<file path="config.mk">
export PLATFORM = sky130hd
export DESIGN_NAME = dat_mem_arb
export DESIGN_NICKNAME = d
export VERILOG_FILES = /design/src/rtl/dat_mem_pkg.sv /design/src/rtl/dat_mem_arb_rr_arb2.sv /design/src/rtl/dat_mem_arb.sv
export SDC_FILE = /design/constraint.sdc
export NUM_CORES = 1
export LEC_CHECK = 0
export ABC_CLOCK_PERIOD_IN_PS = 1750
export CAP_MARGIN = 15
export CORE_ASPECT_RATIO = 1.25
export CORE_MARGIN = 10
export CORE_UTILIZATION = 28
export CTS_CLUSTER_DIAMETER = 30
export CTS_CLUSTER_SIZE = 28
export DETAILED_ROUTE_END_ITERATION = 8
export PLACE_DENSITY_LB_ADDON = 0.3
export SLEW_MARGIN = 15
export SYNTH_ARGS = -nofsm -noshare
export SYNTH_HDL_FRONTEND = slang
export SYNTH_SLANG_ARGS = --single-unit
</file>
<file path="constraint.sdc">
create_clock -name clk -period 1.75 [get_ports clk]
set_input_delay 0.175 -clock clk [delete_from_list [all_inputs] [get_ports clk]]
set_output_delay 0.175 -clock clk [all_outputs]
set_load 0.05 [all_outputs]
</file>
<file path="src/rtl/dat_mem_pkg.sv">
// dat_mem_pkg: shared constants and types for the data-memory arbiter
package dat_mem_pkg;
    localparam int AW    = 8;
    localparam int DW    = 8;
    localparam int DEPTH = 2 ** AW;

    typedef enum logic {CLEAR, SERVE} arb_state_t;

    typedef struct packed {
        logic          req;
        logic          we;
        logic [AW-1:0] addr;
        logic [DW-1:0] wdata;
    } mem_req_t;
endpackage

</file>
<file path="src/rtl/dat_mem_arb_rr_arb2.sv">
// rr_arb2: two-input round-robin picker; pointer register lives in the parent
module rr_arb2 (
    input  logic [1:0] req,
    input  logic       ptr,
    output logic [1:0] gnt,
    output logic       next_ptr
);
    // ptr selects the winner only on a tie; a grant hands priority to the other port
    always_comb begin
        gnt[0]   = req[0] & (~req[1] | ~ptr);
        gnt[1]   = req[1] & (~req[0] | ptr);
        next_ptr = |gnt ? gnt[0] : ptr;
    end
endmodule

</file>
<file path="src/rtl/dat_mem_arb.sv">
// dat_mem_arb: clear sequencer and two-port round-robin arbiter for the data memory
module dat_mem_arb #(
    parameter int AW           = dat_mem_pkg::AW,
    parameter int DW           = dat_mem_pkg::DW,
    parameter bit CLR_ON_RESET = 1'b1
) (
    input  logic          clk,
    input  logic          reset,
    input  logic          start,
    input  logic          p0_req,
    input  logic          p0_we,
    input  logic [AW-1:0] p0_addr,
    input  logic [DW-1:0] p0_wdata,
    output logic          p0_gnt,
    output logic [DW-1:0] p0_rdata,
    output logic          p0_rvalid,
    input  logic          p1_req,
    input  logic          p1_we,
    input  logic [AW-1:0] p1_addr,
    input  logic [DW-1:0] p1_wdata,
    output logic          p1_gnt,
    output logic [DW-1:0] p1_rdata,
    output logic          p1_rvalid,
    output logic          mem_wr_en,
    output logic [AW-1:0] mem_addr,
    output logic [DW-1:0] mem_dat_in,
    input  logic [DW-1:0] mem_dat_out,
    output logic          busy,
    output logic          clr_done
);
    import dat_mem_pkg::*;

    arb_state_t    state_q;
    logic [AW-1:0] clr_cnt_q;
    logic          rr_ptr_q, rr_ptr_d;
    logic [DW-1:0] p0_rdata_q, p1_rdata_q;
    logic          p0_rvalid_q, p1_rvalid_q, clr_done_q;
    logic [1:0]    arb_req, gnt;
    logic          clearing;

    assign clearing = state_q == CLEAR;
    assign arb_req  = (!clearing && !start) ? {p1_req, p0_req} : 2'b00;

    rr_arb2 u_arb (
        .req      (arb_req),
        .ptr      (rr_ptr_q),
        .gnt      (gnt),
        .next_ptr (rr_ptr_d)
    );

    // memory port: the sweep owns it in CLEAR, otherwise the granted requester or idle zeros
    always_comb begin
        mem_wr_en  = clearing | (gnt[1] & p1_we) | (gnt[0] & p0_we);
        mem_addr   = clearing ? clr_cnt_q : gnt[1] ? p1_addr : gnt[0] ? p0_addr : '0;
        mem_dat_in = clearing ? '0 : gnt[1] ? p1_wdata : gnt[0] ? p0_wdata : '0;
    end

    // sequencer state, round-robin pointer and per-port read capture
    always_ff @(posedge clk or posedge reset) begin
        if (reset) begin
            state_q     <= CLR_ON_RESET ? CLEAR : SERVE;
            clr_cnt_q   <= '0;
            rr_ptr_q    <= 1'b0;
            p0_rdata_q  <= '0;
            p1_rdata_q  <= '0;
            p0_rvalid_q <= 1'b0;
            p1_rvalid_q <= 1'b0;
            clr_done_q  <= 1'b0;
        end else begin
            clr_done_q  <= clearing && clr_cnt_q == '1;
            p0_rvalid_q <= gnt[0] && !p0_we;
            p1_rvalid_q <= gnt[1] && !p1_we;
            if (gnt[0] && !p0_we) p0_rdata_q <= mem_dat_out;
            if (gnt[1] && !p1_we) p1_rdata_q <= mem_dat_out;
            rr_ptr_q <= rr_ptr_d;
            if (clearing) begin
                clr_cnt_q <= clr_cnt_q + 1'b1;
                if (clr_cnt_q == '1) state_q <= SERVE;
            end else if (start) begin
                state_q <= CLEAR;
            end
        end
    end

    assign p0_gnt    = gnt[0];
    assign p1_gnt    = gnt[1];
    assign p0_rdata  = p0_rdata_q;
    assign p1_rdata  = p1_rdata_q;
    assign p0_rvalid = p0_rvalid_q;
    assign p1_rvalid = p1_rvalid_q;
    assign busy      = clearing;
    assign clr_done  = clr_done_q;
endmodule

</file>
==> reports/results.ini <==
[setup_path]
crit_path_start=state_q
start_kind=flip-flop
reg2reg_to=p0_rdata[7]
cp.arrival_ns=1.66
critPathKind=flip-flop to output port
crit_chain=nand3b_1, a21oi_4, buf_4, buf_12, a22o_4, buf_12
path_max_fanout=9
reg2reg_from=rr_ptr_q
worst_path_max_delay_cell=dfrtp_1
path_common_cell=buf_12
endpoint_kind=output port
reg2reg_depth=5
critPathCapture=mem_dat_in[2]
critPathMaxStageDelay_ns=0.41
r2r_slack_ns=0.16
crit_required_ns=1.57

[logic_synthesis]
ys.flop_type=dfrtp_1
synthMostInstantiatedCell=dfrtp_1
ys_top_cells_by_count=29 x dfrtp_1, 17 x mux2_2, 9 x a221o_1, 8 x a22o_1, 8 x nor2b_1
syn_inst=108
synth.yosys.seq_area_share=0.527
syn_nets=156
async_reset_ff_frac=1.00
synth_edf_count=0
syn_area_sq_um=1380
yosysTopAreaCellShare=0.527
synth_warnings=0
syn-mean-instance-area_sq_um=12.8
synth.distinct_cells=26
ys_top_cells_by_area=dfrtp_1 53%, mux2_2 14%, a221o_1 6.5%, a22o_1 5.1%, xnor2_1 4.5%
ys_ff_latch=29
yosysTopAreaCell=dfrtp_1

[clock_network]
cts_max_path_buffers=2
htree_levels=2
clock_sinks=29
cts_buffers=5
path_clk_slew_ns=0.06
cts.root.buffer_cell=clkbuf_8
cts_tree=done
insertion_delay_ns=0.27

[sta]
tns_ns=-1.20
max_slew.worst_pin.slew_ns=0.532
slew_headroom=0.644
hold_viol_final=0
clock_skew_ns=0.00466
max_freq_mhz=546
rsz0062_at_grt=true
drv_slew=0
fin_crit_ns=1.83
setup_violations=18
timing.final.crit_share=1.05
fin_ws_ns=-0.0831

[route]
wl_per_cell_um=18.4
first_pass_iters=3
ant_nets=0
wl_um=4990
vias_per_cell=4.69
drcViolationCount=0
drt_iter0_markers=27
vias=1270

[placed_design]
gp_congestion=0.887
portBuffers=85
place_ws_ns=-0.134
dp_cells=259
hpwl_um=4070

[power]
total_power_mw=2.79
powerDensity_nw_per_um2=985
max-vdd-ir-drop_mv=0.616
leakagePower_nw=1.27

[run_status]
status=finished, violations left
violations=negative setup slack

[grt]
grt_remaining_overflow=0
grt_usage=0.122
grt_pass1_vias=1438
grt_first_pass_wirelength_um=7640
grt_max_degree=30
antenna_found_initial=0

[worst_hold_path]
min_path_type=input pin to async pin

[floorplanning]
start_util=0.289
core_sq_um=4760
dieArea_sq_um=8140
die_y_um=98.4
rows=28
fp.dieW_um=82.7
io_pins=86

[finish]
area_growth_pct=105
nets=258
fin_cells=271
drive_gt1_frac=0.341
antenna_cells=0

[flow_run]
max_cap_violations=0

[stage by stage]
stage	util	instance area, sq um	hold slack (ns)
floorplan	-	1390	0.253
global placement	0.548	2610	0.473
detailed placement	0.548	2610	0.483
CTS	0.578	2750	0.267
global route	0.594	2830	0.303
finish	0.594	2830	0.255
[cells in the final DEF (no fill, tap or decap)]
cell	Yosys	layout
clkdlybuf4s50_1	0	62
dfrtp_1	29	29
buf_12	0	23
mux2_2	17	17
buf_4	1	11
nor2b_1	8	8
a22o_4	0	8
a221o_1	9	8
xnor2_1	7	7
nand2_1	6	6
clkbuf_8	0	6
inv_1	3	3
nand3_1	3	3
dlymetal6s2s_1	0	2
and3b_1	1	1
a21oi_1	1	1
nand3b_1	1	1
a21oi_4	0	1
nand3b_2	1	1
o21ai_0	1	1
and4b_1	1	1
and2_1	1	1
nand4_1	1	1
nor2b_4	0	1
nor3_4	1	1
nor2_4	0	1
a221o_2	0	1
nor2_1	1	1
o22ai_1	1	1
ha_1	1	1
bufinv_16	0	1
clkbuf_1	0	1
[where the power goes]
part	switching, mW	leakage [nW]	internal [mW]
registers	0.0885	0.384	0.772
clock network	0.236	0.0585	0.463
logic	0.606	0.831	0.619
[sequential cells by signal, summed over array words and instances (netlist names)]
signal	flops
state_q	1
p1_rdata	8
p0_rvalid	1
p1_rvalid	1
rr_ptr_q	1
clr_cnt_q	8
p0_rdata	8
clr_done	1
[per-layer routing]
layer | vias to the layer above | share of wire | track usage
li1 | 604 | - | -
met1 | 600 | 0.36 | 0.117
met2 | 57 | 0.52 | 0.213
met3 | 9 | 0.097 | 0.0591
met4 | 0 | 0.023 | 0.0490
met5 | - | 0 | 0
[kinds of logic (layout without fill, tap and decap cells)]
logic type | Yosys count | after routing | synth area share
flip-flops | 29 | 29 | 0.527
AND/OR/NAND/NOR | 27 | 27 | 0.125
AO/OA/AOI/OAI | 21 | 21 | 0.134
multiplexers | 17 | 17 | 0.139
XOR/XNOR | 7 | 7 | 0.0445
buffers and inverters | 6 | 109 | 0.0209
adder cells (fa/ha/maj) | 1 | 1 | 0.00908
[critical path, delay by kind of cell (launching register included)]
kind	cells	cell delay [ns]
AOI/OAI and AO/OA	2	0.31
DFF	1	0.41
buffers and inverters	3	0.45
and+or+nand+nor	1	0.20
[worst min-delay path by stage]
stage            startpoint      endpoint  slack [ns]
2_1_floorplan         reset  clr_cnt_q[0]        0.25
3_3_place_gp   clr_cnt_q[4]  clr_cnt_q[4]        0.47
3_5_place_dp   clr_cnt_q[4]  clr_cnt_q[4]        0.48
4_1_cts               reset  clr_cnt_q[0]        0.27
5_1_grt               reset  clr_cnt_q[0]        0.30
6_report              reset  clr_cnt_q[0]        0.25
[repair_timing]
item / 4_1_cts / 5_1_grt
hold buffers: 0 / 0
buffers inserted: 2 / 3
pin swaps: 0 / 7
resized for setup: 2 / 11
endpoints found under the setup margin: 17 / 18
hold endpoints to repair: 0 / 0
[final cells by class]
type,instances,area (sq um)
fill,394,1940
multi-input combinational,73,712
sequential,29,726
timing repair buffer,98,1190
inverter,3,11.3
clock buffer,7,86.3
tap,60,75.1
clock inverter,1,30.0
(Power assumes the default switching activity.)
